--- config.mk ---
export PLATFORM = sky130hd
export DESIGN_NAME = sram_march_bist
export DESIGN_NICKNAME = d
export VERILOG_FILES = /design/src/rtl/sram_march_bist.sv
export SDC_FILE = /design/constraint.sdc
export NUM_CORES = 1
export LEC_CHECK = 0
export BUFFER_PORTS_ARGS = -buffer_cell sky130_fd_sc_hd__buf_2
export CORE_MARGIN = 2
export CORE_UTILIZATION = 35
export CTS_CLUSTER_DIAMETER = 150
export DETAILED_ROUTE_END_ITERATION = 10
export REMOVE_ABC_BUFFERS = 1
export SLEW_MARGIN = 20
export SYNTH_ARGS = -nofsm -noshare
export SYNTH_HDL_FRONTEND = slang
export SYNTH_SLANG_ARGS = --single-unit
--- constraint.sdc ---
create_clock -name clk -period 2.3 [get_ports clk]
set_input_delay 0.115 -clock clk [delete_from_list [all_inputs] [get_ports clk]]
set_output_delay 0.115 -clock clk [all_outputs]
set_load 0.02 [all_outputs]
--- src/rtl/sram_march_bist.sv ---
// March C- built-in self-test for a bit-wide synchronous SRAM.
// Drives the write/read ports of the memory and records the first miscompare and a saturating error count.
module sram_march_bist #(
    parameter int AW  = 1,
    parameter int ECW = 4
) (
    input  logic           clk,
    input  logic           rst_n,
    input  logic           start,
    output logic           busy,
    output logic           done,
    output logic           fail,
    output logic [AW-1:0]  fail_addr,
    output logic [2:0]     fail_elem,
    output logic [ECW-1:0] err_cnt,
    output logic           mem_we,
    output logic [AW-1:0]  mem_wa,
    output logic           mem_wd,
    output logic [AW-1:0]  mem_ra,
    input  logic           mem_rq
);

    typedef enum logic [3:0] {
        S_IDLE, S_E0, S_E1, S_E2, S_E3, S_E4, S_E5, S_DONE
    } state_t;

    localparam logic [AW-1:0] ADDR_LAST = '1;

    state_t         state_reg, state_next;
    logic [AW-1:0]  addr_reg, addr_next;
    logic           fail_reg, fail_next;
    logic [AW-1:0]  fail_addr_reg, fail_addr_next;
    logic [2:0]     fail_elem_reg, fail_elem_next;
    logic [ECW-1:0] err_cnt_reg, err_cnt_next;

    logic       in_run, desc, has_read, exp_val, we_dec, wd_dec;
    logic       succ_desc, last_addr, miscmp;
    logic [2:0] elem;
    state_t     succ;

    // Per-element operation decode: direction, expected read value and write data.
    always_comb begin
        elem      = 3'd0;
        desc      = 1'b0;
        has_read  = 1'b0;
        exp_val   = 1'b0;
        we_dec    = 1'b0;
        wd_dec    = 1'b0;
        in_run    = 1'b1;
        succ      = S_DONE;
        succ_desc = 1'b0;
        case (state_reg)
            S_E0: begin elem = 3'd0; we_dec = 1'b1; succ = S_E1; end
            S_E1: begin elem = 3'd1; has_read = 1'b1; we_dec = 1'b1; wd_dec = 1'b1; succ = S_E2; end
            S_E2: begin elem = 3'd2; has_read = 1'b1; exp_val = 1'b1; we_dec = 1'b1;
                        succ = S_E3; succ_desc = 1'b1; end
            S_E3: begin elem = 3'd3; desc = 1'b1; has_read = 1'b1; we_dec = 1'b1; wd_dec = 1'b1;
                        succ = S_E4; succ_desc = 1'b1; end
            S_E4: begin elem = 3'd4; desc = 1'b1; has_read = 1'b1; exp_val = 1'b1; we_dec = 1'b1;
                        succ = S_E5; end
            S_E5: begin elem = 3'd5; has_read = 1'b1; succ = S_DONE; end
            default: in_run = 1'b0;
        endcase
    end

    assign last_addr = desc ? (addr_reg == '0) : (addr_reg == ADDR_LAST);
    assign miscmp    = has_read && (mem_rq != exp_val);

    always_comb begin
        state_next     = state_reg;
        addr_next      = addr_reg;
        fail_next      = fail_reg;
        fail_addr_next = fail_addr_reg;
        fail_elem_next = fail_elem_reg;
        err_cnt_next   = err_cnt_reg;
        if (!in_run) begin
            if (start) begin
                state_next     = S_E0;
                addr_next      = '0;
                fail_next      = 1'b0;
                fail_addr_next = '0;
                fail_elem_next = 3'd0;
                err_cnt_next   = '0;
            end
        end else begin
            if (miscmp) begin
                if (err_cnt_reg != '1)
                    err_cnt_next = err_cnt_reg + ECW'(1);
                if (!fail_reg) begin
                    fail_next      = 1'b1;
                    fail_addr_next = addr_reg;
                    fail_elem_next = elem;
                end
            end
            if (last_addr) begin
                state_next = succ;
                addr_next  = succ_desc ? ADDR_LAST : '0;
            end else begin
                addr_next  = desc ? (addr_reg - AW'(1)) : (addr_reg + AW'(1));
            end
        end
    end

    always_ff @(posedge clk or negedge rst_n) begin
        if (!rst_n) begin
            state_reg     <= S_IDLE;
            addr_reg      <= '0;
            fail_reg      <= 1'b0;
            fail_addr_reg <= '0;
            fail_elem_reg <= 3'd0;
            err_cnt_reg   <= '0;
        end else begin
            state_reg     <= state_next;
            addr_reg      <= addr_next;
            fail_reg      <= fail_next;
            fail_addr_reg <= fail_addr_next;
            fail_elem_reg <= fail_elem_next;
            err_cnt_reg   <= err_cnt_next;
        end
    end

    // Memory controls are pure state decode, so reset drops mem_we without waiting for a clock.
    assign busy      = in_run;
    assign done      = (state_reg == S_DONE);
    assign fail      = fail_reg;
    assign fail_addr = fail_addr_reg;
    assign fail_elem = fail_elem_reg;
    assign err_cnt   = err_cnt_reg;
    assign mem_we    = we_dec;
    assign mem_wd    = wd_dec;
    assign mem_wa    = in_run ? addr_reg : '0;
    assign mem_ra    = in_run ? addr_reg : '0;

endmodule

Word level (Yosys, flattened, before mapping). Index checks and enable logic that the tools add are counted.

Bits in registers: 14. Input bits: 4. Word-level logic and storage cells: 68.

Add/sub/neg operators: 3. Eq/ne operators: 13. Muxes and demuxes: 32. Bitwise logic cells: 1. Reductions and logical operators: 13.

Operators by type and width (number): $pmux W3 S5 (2); $mux W4 (7); $mux W1 (19); $eq A4 B3 Y1 const B (4); $mux W3 (4); $reduce_or A5 Y1 (2); $eq A4 B2 Y1 const B (2); $reduce_or A2 Y1 (4); $ne A2 B1 Y1 const B (3); $reduce_and A3 Y1 (2); $reduce_or A6 Y1 (1); $add A4 B1 Y4 const B (1); $eq A4 B1 Y1 const B (1); $ne A4 B4 Y1 const B (1); $reduce_and A2 Y1 (2); $ne A2 B2 Y1 const B (1); $reduce_bool A2 Y1 (1); $add A1 B1 Y1 const B (1); $logic_and A1 B1 Y1 (1); $ne A1 B1 Y1 (1); $not A1 Y1 (1); $sub A1 B1 Y1 const B (1).

Depth between registers and ports, before layout.
Word-level depth: 7. Depth in mapped cells: 6. Depth with buffers taken out: 5.

Worst setup path before layout. No wires, ideal clock.

Kind: flip-flop to output port. Start point: reg state_reg[2]. End point: out mem_wa. Arrival time: 1621 ps. Data required time: 2185 ps. Setup slack: 564 ps. Stages on the path, launching flop included: 5. Path buffers: 2. Cells stage by stage: dfrtp_1 buf_4 and3_2 nor3_1 buf_4.

Longest elaborated chain between the ends: 4. Elaborated cells on any way between the ends: 9. Classes of those cells: eq/ne (6); mux (2); reduce/logical (1).

RTL lines: from (decl) (RTL line 29) `state_t state_reg, state_next;`; from (signal assigned) (RTL line 113) `state_reg <= state_next;`; $eq A4 B3 Y1 (tied with other cells) (RTL line 52) `case (state_reg)`; $reduce_or A6 Y1 (no line) (*); $mux W1 (*) (RTL line 52); $mux W1 (*); to (decl) (RTL line 17) `output logic [AW-1:0] mem_wa,`.

Mark *: on every way between the ends. The rest lies on a longest branch, timed or not.

Worst setup path after layout.
Start point: reg state_reg[0]. End point: out mem_ra.

Longest elaborated chain between the ends: 4. Elaborated cells on any way between the ends: 9. Classes of those cells: eq/ne (6); mux (2); reduce/logical (1).

RTL lines: $eq A4 B3 Y1 (tied with other cells) (RTL line 52); $reduce_or A6 Y1 (no line) (*); $mux W1 (*) (RTL line 52); $mux W1 (*) (RTL line 132) `assign mem_ra = in_run ? addr_reg : '0;`; to (decl) (RTL line 19) `output logic [AW-1:0] mem_ra,`.

Marks and branches as above.

==> summary.md <==
| Metric | Value |
|---|---|
| Run status | `completed` |
| Vias in the first global route | `just over 600` |
| Fin Clk Skew | `0.00383 ns` |
| Static leakage | `about 0.48 nW` |
| Routed Antenna Nets | `0` |
| FMAX | `498 MHz` |
| Post-synth EDFFs | `0` |
| Area grow syn2layout | `14.3%` |
| Post-CTS resize count | `0` |
| Worst Setup SP | `state_reg[0]` |
| Post-Syn Area | `898 um^2` |
| CTS max path bufs | `2` |
| Pwr Density | `1680 nW/um^2` |
| GR Util All Layers | `14.3%` |
| Worst Tran Pin Value | `around 0.55 ns` |
| Die W | `54.7 um` |
| CP arrival | `1.89 ns` |
| Worst slew margin | `63.6%` |
| Max stage delay cell, worst path | `dfrtp_1` |
| Crit. End Element | `primary output` |
| Fin. Hold Viols | `0` |
| Die height | `54.7 um` |
| CP Cell Sequence | `buf_4 > nor3_1 > nor3_1 > buf_2` |
| Minimum clock period | `~2.0 ns` |
| Inserted Clock Buffers | `3` |
| Buf+Inv Stages, Crit Path | `2` |
| CP startpoint kind | `flip-flop` |
| Synth Flop Type | `dfrtp_1` |
| HP Class | `input port to flip-flop` |
| Critical path type | `flip-flop to primary output` |
| Post-CTS setup buffer count | `0` |
| Fin cells | `138` |
| Period Utilization, post-route | `~87%` |
| Count of different cell masters after synthesis | `38` |
| DP Cell Count | `133` |
| 1st-iter DRT viols | `3` |
| Clock Tree Root | `clkbuf_4` |
| Port buffer count | `18` |
| Vias | `~700` |
| RSZ-0062 raised after global routing | `false` |
| Worst path required time | `2.18 ns` |
| Nets@finish | `roughly 110` |
| Post-DP Area | `about 990 um^2` |
| #FFs+latches synth | `13` |
| R2R Setup Slk | `~0.49 ns` |
| Post-synthesis sequential area ratio | `36.2%` |
| Gate Count Post-Synth | `89` |
| Drt drc | `0` |
| Post-synth ARST share | `100%` |
| Total gr overflow | `0` |
| Clock Latency Late Sink | `0.28 ns` |
| Final TNS setup | `0 ns` |
| GP Congestion | `approximately 0.72` |
| Clock-pin slew on the worst setup and hold paths | `0.09 ns` |
| Synth Area per Inst | `10.1 um^2` |
| Top Family by Delay on Critical Path | `simple AND/OR/NAND/NOR gates` |
| IO Pins | `19` |
| CTS sink cnt | `13` |
| Fill cell count | `261` |
| DRT Pass-1 Iters | `4` |
| Layout cell share with drive strength beyond 1 | `36.1%` |
| Initial core utilization | `36.6%` |
| Total core area | `2450 um^2` |
| CP most frequent cell | `nor3_1` |
| Final setup vio count | `0` |
| Final Slew Violations | `0` |
| Post-DP HPWL | `between 1000 and 1500 um` |
| WL final | `1850 um` |
| Tot Pwr | `roughly 1.7 mW` |
| Antenna diode count | `0` |
| Antenna violations before repair | `0` |
| Largest net degree at the start of global routing | `20` |
| Critical path peak fanout | `13` |
| Row count | `18` |
| Yosys warns | `0` |
| CTS tree | `yes` |
| Detailed-route wire length per cell | `13.4 um` |
| Max-Cap Viols | `0` |
| First-pass GRT wire length | `approximately 3000 um` |
| Worst VDD drop | `781 uV` |
| Die ar. | `2990 um^2` |
| Critical R2R Launch | `state_reg[0]` |
| Max stage delay on crit path | `0.55 ns` |
| Number of flip-flops in the largest register | `4` |
| Post-route cell area | `1030 um^2` |
| Min-delay src | `start` |
| Vias per inst | `slightly above 5` |
| H-tree depth | `1` |
## report_power, final
group	switching, mW	leakage [nW]	internal [mW]
clock network	0.0800	0.0150	0.0672
registers	0.157	0.158	0.337
logic	0.598	0.310	0.483
total	0.836	0.483	0.888
## final timing paths
path                           endpoint  cells after the start
setup reg to reg              fail_addr                      4
setup / recovery                 mem_ra                      4
hold reg to reg            fail_elem[1]                      1
max in group asynchronous    err_cnt[1]                      2
hold / removal                 addr_reg                      2
min in group asynchronous     fail_addr                      2
## synthesized netlist by cell type, drive strengths merged (2+ instances only)
master,n,area [um^2]
o21ai,8,43.8
nand2,7,26.3
a21oi,6,33.8
nor2,7,26.3
a211oi,2,27.5
mux2i,4,40.0
nor3,3,15.0
inv,3,11.3
buf,6,53.8
nand2b,2,12.5
mux2,4,60.1
dfrtp,13,325
and3,2,13.8
a21o,2,15.0
xnor2,2,17.5
a21bo,2,20.0
## stage by stage
step / util [%] / setup WS (ns) / hold WS [ns]
after floorplan: - / 0.0255 / -0.181
after global placement: 40.4 / 0.573 / 0.0278
after detailed placement: 40.4 / 0.497 / 0.0287
after CTS: 41.8 / 0.277 / 0.145
after global routing: 41.8 / 0.142 / 0.174
final: 41.8 / 0.292 / 0.150
## final cells by class
type                       instances  area, um^2  share of cell area (%)
tap                               30        37.5                    3.65
sequential                        13         325                    31.7
multi-input combinational         66         504                    49.1
inverter                           3        11.3                    1.10
timing repair buffer              22         123                    11.9
clock buffer                       4        26.3                    2.56
## repair_timing
item | in CTS | in global routing
endpoints found under the setup margin | 0 | 0
hold buffers | 1 | 0
endpoints found under the hold margin | 13 | 0
## worst register-to-register path, delay by kind of cell (launching register included)
family / cells / cell delay, ns
buffers and inverters: 1 / 0.26
flip-flops: 1 / 0.55
multiplexers: 1 / 0.28
AND/OR/NAND/NOR: 2 / 0.61
## layer usage
metal | share of wire [%] | global-route usage [%] | vias up
met4 | 1.6 | 8.75 | 0
li1 | - | - | 356
met1 | 47 | 18.7 | 329
met5 | 0 | 0 | -
met2 | 46 | 21.8 | 22
met3 | 4.8 | 2.46 | 2
## placed cells by master (no fill, tap or decap), drive strengths merged, types with 3 or more instances in the layout
cell type / n
nand2: 7
mux2: 4
clkbuf: 4
buf: 21
inv: 3
mux2i: 4
a21oi: 6
dfrtp: 13
nor2: 7
nor3: 3
o21ai: 8
## cell families after synthesis
group / count (synthesis) / share of synthesized area [%]
xor+xnor: 3 / 2.93
flops: 13 / 36.2
compound gates: 27 / 24.4
simple gates: 27 / 16.3
buf+inv: 10 / 7.66
fa+ha+maj: 1 / 1.39
mux: 8 / 11.1
Power figures use the tool's default switching activity.
